$ cat config.mk
export PLATFORM = sky130hd
export DESIGN_NAME = z80bd_int_ctrl
export DESIGN_NICKNAME = d
export VERILOG_FILES = /design/src/rtl/z80bd_pkg.sv /design/src/rtl/z80bd_tick_timer.sv /design/src/rtl/z80bd_int_ctrl.sv
export SDC_FILE = /design/constraint.sdc
export NUM_CORES = 1
export LEC_CHECK = 0
export ABC_AREA = 1
export BUFFER_PORTS_ARGS = -buffer_cell sky130_fd_sc_hd__clkbuf_2
export CORE_AREA = 2 2 88 90
export DETAILED_ROUTE_END_ITERATION = 16
export DIE_AREA = 0 0 90 92
export GPL_ROUTABILITY_DRIVEN = 0
export HOLD_SLACK_MARGIN = 0.15
export SYNTH_ARGS = -nofsm -noshare
export SYNTH_HDL_FRONTEND = slang
export SYNTH_SLANG_ARGS = --single-unit
$ cat constraint.sdc
create_clock -name CLK_24MHz -period 2 [get_ports CLK_24MHz]
set_input_delay 0.3 -clock CLK_24MHz [delete_from_list [all_inputs] [get_ports CLK_24MHz]]
set_output_delay 0.3 -clock CLK_24MHz [all_outputs]
set_load 0.005 [all_outputs]
$ cat src/rtl/z80bd_pkg.sv
// z80bd_pkg: shared I/O map, interrupt source indices and NMI debounce states for the Z80 board.
package z80bd_pkg;
   localparam logic [7:0] PORT_MAP_0    = 8'h10;
   localparam logic [7:0] PORT_MAP_1    = 8'h11;
   localparam logic [7:0] PORT_MAP_2    = 8'h12;
   localparam logic [7:0] PORT_MAP_3    = 8'h13;
   localparam logic [7:0] PORT_INT_MASK = 8'h14;
   localparam logic [7:0] PORT_INT_PEND = 8'h15;
   localparam logic [7:0] PORT_INT_VEC  = 8'h16;
   localparam logic [7:0] PORT_TMR_DIV  = 8'h17;

   localparam logic [1:0] SRC_TIMER = 2'd0;
   localparam logic [1:0] SRC_UART  = 2'd1;
   localparam logic [1:0] SRC_SOFT  = 2'd2;

   typedef enum logic [1:0] {NMI_ARMED, NMI_LOW, NMI_REARM} nmi_state_t;

   // uart > timer > soft; with nothing requesting, keep the previous choice
   function automatic logic [1:0] prio_idx(input logic [2:0] req, input logic [1:0] cur);
      return req[SRC_UART] ? SRC_UART : req[SRC_TIMER] ? SRC_TIMER : req[SRC_SOFT] ? SRC_SOFT : cur;
   endfunction
endpackage

$ cat src/rtl/z80bd_tick_timer.sv
// z80bd_tick_timer: PRESC-clock prescaler feeding a reloadable 8-bit down-counter; expire pulses on 1->0.
module z80bd_tick_timer
#(
   parameter int PRESC       = 24000,
   parameter int TMR_DIV_RST = 20
)
(
   input  logic       clk,
   input  logic       rst,
   input  logic       load,
   input  logic [7:0] load_val,
   input  logic [7:0] div,
   output logic       expire
);
   localparam int PW = PRESC > 1 ? $clog2(PRESC) : 1;
   logic [PW-1:0] pre;
   logic [7:0]    cnt;
   logic          tick;

   assign tick   = pre == PW'(PRESC - 1);
   assign expire = tick & (cnt == 8'd1) & ~load;

   // a count of 0 leaves the timer idle until the next load
   always_ff @(posedge clk or posedge rst)
      if (rst) begin
         pre <= '0;
         cnt <= 8'(TMR_DIV_RST);
      end else if (load) begin
         pre <= '0;
         cnt <= load_val;
      end else begin
         pre <= tick ? '0 : pre + 1'b1;
         if (tick && cnt != 8'd0) cnt <= cnt == 8'd1 ? div : cnt - 8'd1;
      end
endmodule

$ cat src/rtl/z80bd_int_ctrl.sv
// z80bd_int_ctrl: timer/uart/soft interrupt aggregation onto INT with IM2 vector, ports 0x14..0x17.
// Debounced NMI button is built only when Z80BD_NMI_EN is defined; otherwise NMI stays high.
module z80bd_int_ctrl
   import z80bd_pkg::*;
#(
   parameter int PRESC       = 24000,
   parameter int TMR_DIV_RST = 20
`ifdef Z80BD_NMI_EN
   ,
   parameter int NMI_DEB     = 240000,
   parameter int NMI_PULSE   = 64
`endif
)
(
   input  logic       CLK_24MHz,
   input  logic       RES,
   input  logic       IORQ,
   input  logic       M1,
   input  logic       RD,
   input  logic       WR,
   input  logic [7:0] A,
   input  logic [7:0] D_IN,
   output logic [7:0] D_OUT,
   output logic       D_OE,
   input  logic       U_INT,
   input  logic       NMI_BTN,
   output logic       INT,
   output logic       NMI
);
   logic [1:0] iorq_q, m1_q, wr_q, uint_q;
   logic       iowr_p, intack_p;
   logic [2:0] mask, mask_d, pend;
   logic [4:0] vec;
   logic [7:0] tmr_div;
   logic       tmr_p, tmr_d, soft_p, soft_d;
   logic [1:0] ack_idx;
   logic       iowr_s, io_wr, intack_s, ack_rise;
   logic       wr_mask, wr_pend, wr_vec, wr_div;
   logic       expire, intack, io_rd;

   assign iowr_s   = iorq_q[1] | wr_q[1];
   assign io_wr    = iowr_p & ~iowr_s;
   assign intack_s = ~m1_q[1] & ~iorq_q[1];
   assign ack_rise = intack_s & ~intack_p;
   assign wr_mask  = io_wr & (A == PORT_INT_MASK);
   assign wr_pend  = io_wr & (A == PORT_INT_PEND);
   assign wr_vec   = io_wr & (A == PORT_INT_VEC);
   assign wr_div   = io_wr & (A == PORT_TMR_DIV);
   assign pend     = {soft_p, uint_q[1], tmr_p};

   z80bd_tick_timer #(.PRESC(PRESC), .TMR_DIV_RST(TMR_DIV_RST)) u_timer (
      .clk(CLK_24MHz), .rst(RES), .load(wr_div), .load_val(D_IN), .div(tmr_div), .expire(expire)
   );

   // sets beat clears; INT is registered from the next-state pending bits
   always_comb begin
      tmr_d  = expire | (tmr_p & ~(wr_pend & D_IN[0]) & ~(ack_rise & ack_idx == SRC_TIMER));
      soft_d = (wr_pend & D_IN[6]) | (soft_p & ~(wr_pend & D_IN[2]) & ~(ack_rise & ack_idx == SRC_SOFT));
      mask_d = wr_mask ? D_IN[2:0] : mask;
   end

   always_ff @(posedge CLK_24MHz or posedge RES)
      if (RES) begin
         iorq_q   <= 2'b11;
         m1_q     <= 2'b11;
         wr_q     <= 2'b11;
         uint_q   <= 2'b00;
         iowr_p   <= 1'b1;
         intack_p <= 1'b0;
         mask     <= '0;
         vec      <= '0;
         tmr_div  <= 8'(TMR_DIV_RST);
         tmr_p    <= 1'b0;
         soft_p   <= 1'b0;
         ack_idx  <= SRC_TIMER;
         INT      <= 1'b1;
      end else begin
         iorq_q   <= {iorq_q[0], IORQ};
         m1_q     <= {m1_q[0], M1};
         wr_q     <= {wr_q[0], WR};
         uint_q   <= {uint_q[0], U_INT};
         iowr_p   <= iowr_s;
         intack_p <= intack_s;
         mask     <= mask_d;
         tmr_p    <= tmr_d;
         soft_p   <= soft_d;
         if (wr_vec) vec <= D_IN[7:3];
         if (wr_div) tmr_div <= D_IN;
         if (m1_q[1]) ack_idx <= prio_idx(pend & mask, ack_idx);
         INT      <= ~|({soft_d, uint_q[1], tmr_d} & mask_d);
      end

   assign intack = ~M1 & ~IORQ;
   assign io_rd  = ~IORQ & ~RD & M1 & (A[7:2] == PORT_INT_MASK[7:2]);
   assign D_OE   = ~RES & (io_rd | intack);
   assign D_OUT  = intack       ? {vec, ack_idx, 1'b0} :
                   A[1:0] == 2'd0 ? {5'b0, mask} :
                   A[1:0] == 2'd1 ? {5'b0, pend} :
                   A[1:0] == 2'd2 ? {vec, 3'b0} : tmr_div;

`ifdef Z80BD_NMI_EN
   logic [1:0] btn_q;
   nmi_state_t state, state_d;
   logic [31:0] cnt, cnt_d;

   always_ff @(posedge CLK_24MHz or posedge RES)
      if (RES) begin
         btn_q <= 2'b11;
         state <= NMI_ARMED;
         cnt   <= '0;
      end else begin
         btn_q <= {btn_q[0], NMI_BTN};
         state <= state_d;
         cnt   <= cnt_d;
      end

   // press needs NMI_DEB low clocks, re-arm needs NMI_DEB high clocks
   always_comb begin
      state_d = state;
      cnt_d   = cnt + 32'd1;
      case (state)
         NMI_ARMED:
            if (btn_q[1]) cnt_d = '0;
            else if (cnt == 32'(NMI_DEB - 1)) begin
               state_d = NMI_LOW;
               cnt_d   = '0;
            end
         NMI_LOW:
            if (cnt == 32'(NMI_PULSE - 1)) begin
               state_d = NMI_REARM;
               cnt_d   = '0;
            end
         default:
            if (!btn_q[1]) cnt_d = '0;
            else if (cnt == 32'(NMI_DEB - 1)) begin
               state_d = NMI_ARMED;
               cnt_d   = '0;
            end
      endcase
   end

   assign NMI = state != NMI_LOW;
`else
   logic unused_nmi_btn;
   assign unused_nmi_btn = NMI_BTN;
   assign NMI = 1'b1;
`endif
endmodule

* Word-level counts from Yosys, hierarchy flattened
Index checks and enable logic that the tools add are counted.
Operators by class: mux-type cells 13, $add $sub $neg 2, reductions and logical operators 9, bitwise gates (word level) 42, equal/unequal tests 10
Operator list (number):
- 8-bit 2-to-1 mux | 7
- 8-bit by 5-bit == test with 1-bit output (second input constant) | 4
- 15-bit 2-to-1 mux | 2
- 1-bit bitwise AND | 23
- 15-bit by 1-bit adder with 15-bit output (second input constant) | 1
- 15-bit == test (second input constant) | 1
- 1-bit inverter | 13
- 8-bit by 1-bit == test with 1-bit output (second input constant) | 1
- 8-bit nonzero test | 1
- 8-bit by 1-bit subtractor with 8-bit output (second input constant) | 1
- 3-bit bitwise AND | 2
- 6-bit by 3-bit == test with 1-bit output (second input constant) | 1
- 2-bit 2-to-1 mux | 3
- 2-bit == test (second input constant) | 2
- 2-bit logical NOT | 2
- 1-bit bitwise OR | 4
- 3-bit 2-to-1 mux | 1
- 3-bit nonzero test | 1
- 3-bit OR reduction | 1
- 2-bit by 1-bit == test with 1-bit output (second input constant) | 1
- 2-bit AND reduction | 1
- 2-bit nonzero test | 1
- 1-bit logical AND | 1
- 1-bit logical NOT | 1
Storage, ports and cells: register bits after elaboration 54, word-level logic and storage cells 91

* Longest topological paths before layout
depth after elaboration 12, depth in mapped cells 11, gate-level depth less buffers 11

* Cells and area by module
Synthesis repeated with hierarchy kept, for this count alone.
Second synthesis, totals: cells, all modules 408, area, all modules 3201.8 µm²
Modules (own cells, without submodules):
- z80bd_tick_timer | area an instance 1651.6 µm², cells an instance 231, seq. area each 578.1 µm², times used 1
- z80bd_int_ctrl | area an instance 1550.2 µm², cells an instance 177, seq. area each 788.3 µm², times used 1

* Worst setup path before layout
No wires, ideal clock.
kind reg2reg, start point register u_timer.pre[0], end point register u_timer.cnt[6], arrival 1.373 ns, data required time 1.875 ns, buffers on the path 0, period minus slack after synthesis 1.498 ns, library setup time 0.125 ns, cell stages (with the launch flop) 11, setup slack 0.502 ns, cell sequence dfrtp_1 -> ha_1 -> nand2_2 -> nor2_4 -> nand2_1 -> nor2_4 -> nand2_1 -> nand2_4 -> inv_2 -> nand2_1 -> nand3_1
On the way: word-level cells in the longest chain between the ends 3
Ends and longest elaborated chain:
- start, declared | RTL line z80bd_tick_timer.sv:16 | logic [PW-1:0] pre;
- start signal, assigned | RTL line z80bd_tick_timer.sv:32 | pre <= tick ? '0 : pre + 1'b1;
- 15-bit == test | RTL line z80bd_tick_timer.sv:20 | assign tick = pre == PW'(PRESC - 1);
- 1-bit logical AND | RTL line z80bd_tick_timer.sv:33 | if (tick && cnt != 8'd0) cnt <= cnt == 8'd1 ? div : cnt - 8'd1;
- 2-bit nonzero test (no line)
- end signal, assigned | RTL line z80bd_tick_timer.sv:27 | cnt <= 8'(TMR_DIV_RST);
- end signal, assigned | RTL line z80bd_tick_timer.sv:30 | cnt <= load_val;
- end signal, assigned | RTL line z80bd_tick_timer.sv:33
- end, declared | RTL line z80bd_tick_timer.sv:17 | logic [7:0] cnt;
Every way passes these cells. A chain may end at the register's enable or synchronous reset.

* Worst setup path after layout
Ends and elaborated chain as after synthesis.

==> flow_summary.ini <==
[route]
routedWlPerCell_um = 12.4
dr.first_iter.drc_count = 174
vias = 2569
vias_per_cell = 4.74
drtAntennaViolNets = 0
drc_errors = 0
wirelength_mm = 6.71
firstDrtPassIters = 4

[clocking]
clk_pin_slew_ps = 100
postCtsSetupBuffers = 0
tritoncts = yes
cts_buffer_depth = 2
ctsRootBufferMaster = clkbuf_8
worstSkewPairLatency_ps = 310
h-tree-depth = 2
cts_made_buffers = 5
cts_sinks = 54

[sta]
fin_ws_ps = 273
min_period_over_period_pct = 86.3
finalSetupTns_ps = 0
fmax_mhz = 579
setup_viol = 0
hold_violations = 0
maxSlewViolCount = 0
min_period_ps = 1730
grt_setup_unrepaired = false
finClkSkew_ps = 9.22

[final_layout]
layout-drive-gt1-share_pct = 17.7
nNetsFinal = 466
antenna_cells = 0
final_cell_mix = nand2_1 (96), inv_1 (64), nor2_1 (47), dfrtp_1 (42), nand3_1 (34)
syn_to_final_growth_pct = 15.3
final_common_cell = nand2_1
final_cell_area_mm2 = 0.00345
fillers = 771
final_cells = 542

[worst_setup_path]
crit_chain = ha_1 -> nand2_2 -> nor2_4 -> nand2_1 -> nor2_4 -> nand2_1 -> nand2_4 -> inv_2 -> nand2_1 -> nand3_1
path_class = flop to flop
worstPathRequired_ps = 2200
critPathTopFamily = simple AND/OR/NAND/NOR gates
endpoint_kind = flop
cp.buffers_inverters = 1
critPathMaxFanout = 9
slowest_stage = dfrtp_1
cp_slowest_stage_delay_ps = 440
crit_top_cell = nand2_1
critPathLaunchType = flop
arrival_ps = 1930

[synthesis]
ys_types = 39
synth_edf_count = 0
yosysSeqAreaShare_pct = 45.6
synthFlopType = dfrtp_1
synth_cells = 396
synthesis.area_mm2 = 0.00299
avgSynthCellArea_um2 = 7.56
ys_async_sr_fraction_pct = 100
yosysWarnings = 0
ys_ff_latch = 54
synth_nets = 423

[floorplan]
fp-row-count = 32
dieArea_mm2 = 0.00828
die_width_um = 90
core_mm2 = 0.00745
start_util_pct = 40.2
io_pins = 35
die_h_um = 92

[global_routing]
track_usage_pct = 17.3
grt_pass1_wl_mm = 11.5
grt.overflow.total = 0
antenna_found_initial = 0
grt_max_degree = 24
grt_pass1_vias = 2467

[power_and_ir_drop]
peakVddDrop_uv = 368
p_leak_nw = 1.79
power.density_mw_per_mm2 = 720
power.total_mw = 2.48

[place]
io_buffer_count = 32
place_ws_ps = 261
placed_cells = 529
hpwlAfterDp_mm = 5.26
dpl-instance-area_mm2 = 0.00329

[outcome]
run_status = completed

[min_path]
hold_class = input pin to flop

[run]
max_cap_viol_count = 0
## worst reg2reg max path, delay by kind of cell, from the launching register on
| family | cells | cell delay [ps] |
|---|---|---|
| DFF | 1 | 440 |
| adders and majority gates | 1 | 200 |
| and+or+nand+nor | 8 | 880 |
| buffers and inverters | 1 | 90 |
## Yosys cell counts, types with 4 or more instances
master	n	area, µm²
inv_1	65	244
nand2_1	96	360
o21ai_1	4	20.0
o22ai_1	4	25.0
o21ai_0	17	85.1
nor2_1	47	176
nand2_2	5	31.3
dfrtp_1	42	1050
o32ai_1	4	35.0
nor3_1	9	45.0
dfstp_2	12	315
nand3_1	34	170
xor2_1	6	52.6
a21oi_1	10	50.1
## flip-flops by register name, indices dropped and copies added (netlist names)
name / cells
u_timer.pre: 15
tmr_div: 8
u_timer.cnt: 8
vec: 5
mask: 3
ack_idx: 2
iorq_q: 2
m1_q: 2
uint_q: 2
wr_q: 2
INT: 1
intack_p: 1
iowr_p: 1
soft_p: 1
tmr_p: 1
## final cells by class
type	count	area (µm²)	share of cell area, %
clock buffer	5	68.8	1.99
clock inverter	3	43.8	1.27
inverter	69	264	7.65
multi-input combinational	268	1330	38.5
sequential	54	1370	39.6
tap	102	128	3.70
timing repair buffer	41	253	7.32
## power by group
group          leakage [nW]  switching [mW]  total [mW]  internal, mW
clock                0.0585           0.371       0.747         0.376
sequential            0.590          0.0824        1.28          1.20
combinational          1.15           0.277       0.453         0.176
total                  1.79           0.731        2.48          1.75
## layer usage
metal  global-route usage [%]  vias up  wire (µm)
met5                        0        -          0
met4                     5.64        0         69
met3                     2.30        5        267
met2                     27.1       45       3100
met1                     24.9     1180       3270
li1                         -     1339          -
## final timing paths
kind                                startpoint        endpoint  slack [ps]  cells after the start
worst max-delay path            u_timer.pre[0]  u_timer.cnt[6]         270                     10
worst min-delay path                   D_IN[7]          vec[4]         250                      3
worst max register to register  u_timer.pre[0]  u_timer.cnt[6]         270                     10
worst min register to register       uint_q[0]       uint_q[1]         360                      0
max in group asynchronous                  RES       iorq_q[0]         870                      4
min in group asynchronous                  RES          vec[3]         530                      3
## through the flow
| step | hold slack, ps | utilization (%) |
|---|---|---|
| 2_1_floorplan | 304 | - |
| 3_3_place_gp | 334 | 44.2 |
| 3_5_place_dp | 335 | 44.2 |
| 4_1_cts | 227 | 46.3 |
| 5_1_grt | 246 | 46.3 |
| 6_report | 254 | 46.3 |
## repair_timing
item                                   4_1_cts  5_1_grt
hold buffers                                 5        0
gates resized for setup                      0        0
endpoints found under the hold margin       20        0
## logic make-up after synthesis
family | after synthesis | synth area share (%)
AOI/OAI and AO/OA | 49 | 9.74
xor gates and xnor gates | 7 | 2.05
adders and majority gates | 3 | 1.25
buffers and inverters | 74 | 10.0
DFF | 54 | 45.6
other | 1 | 0.125
and+or+nand+nor | 208 | 31.2
Power figures use the tool's default switching activity.
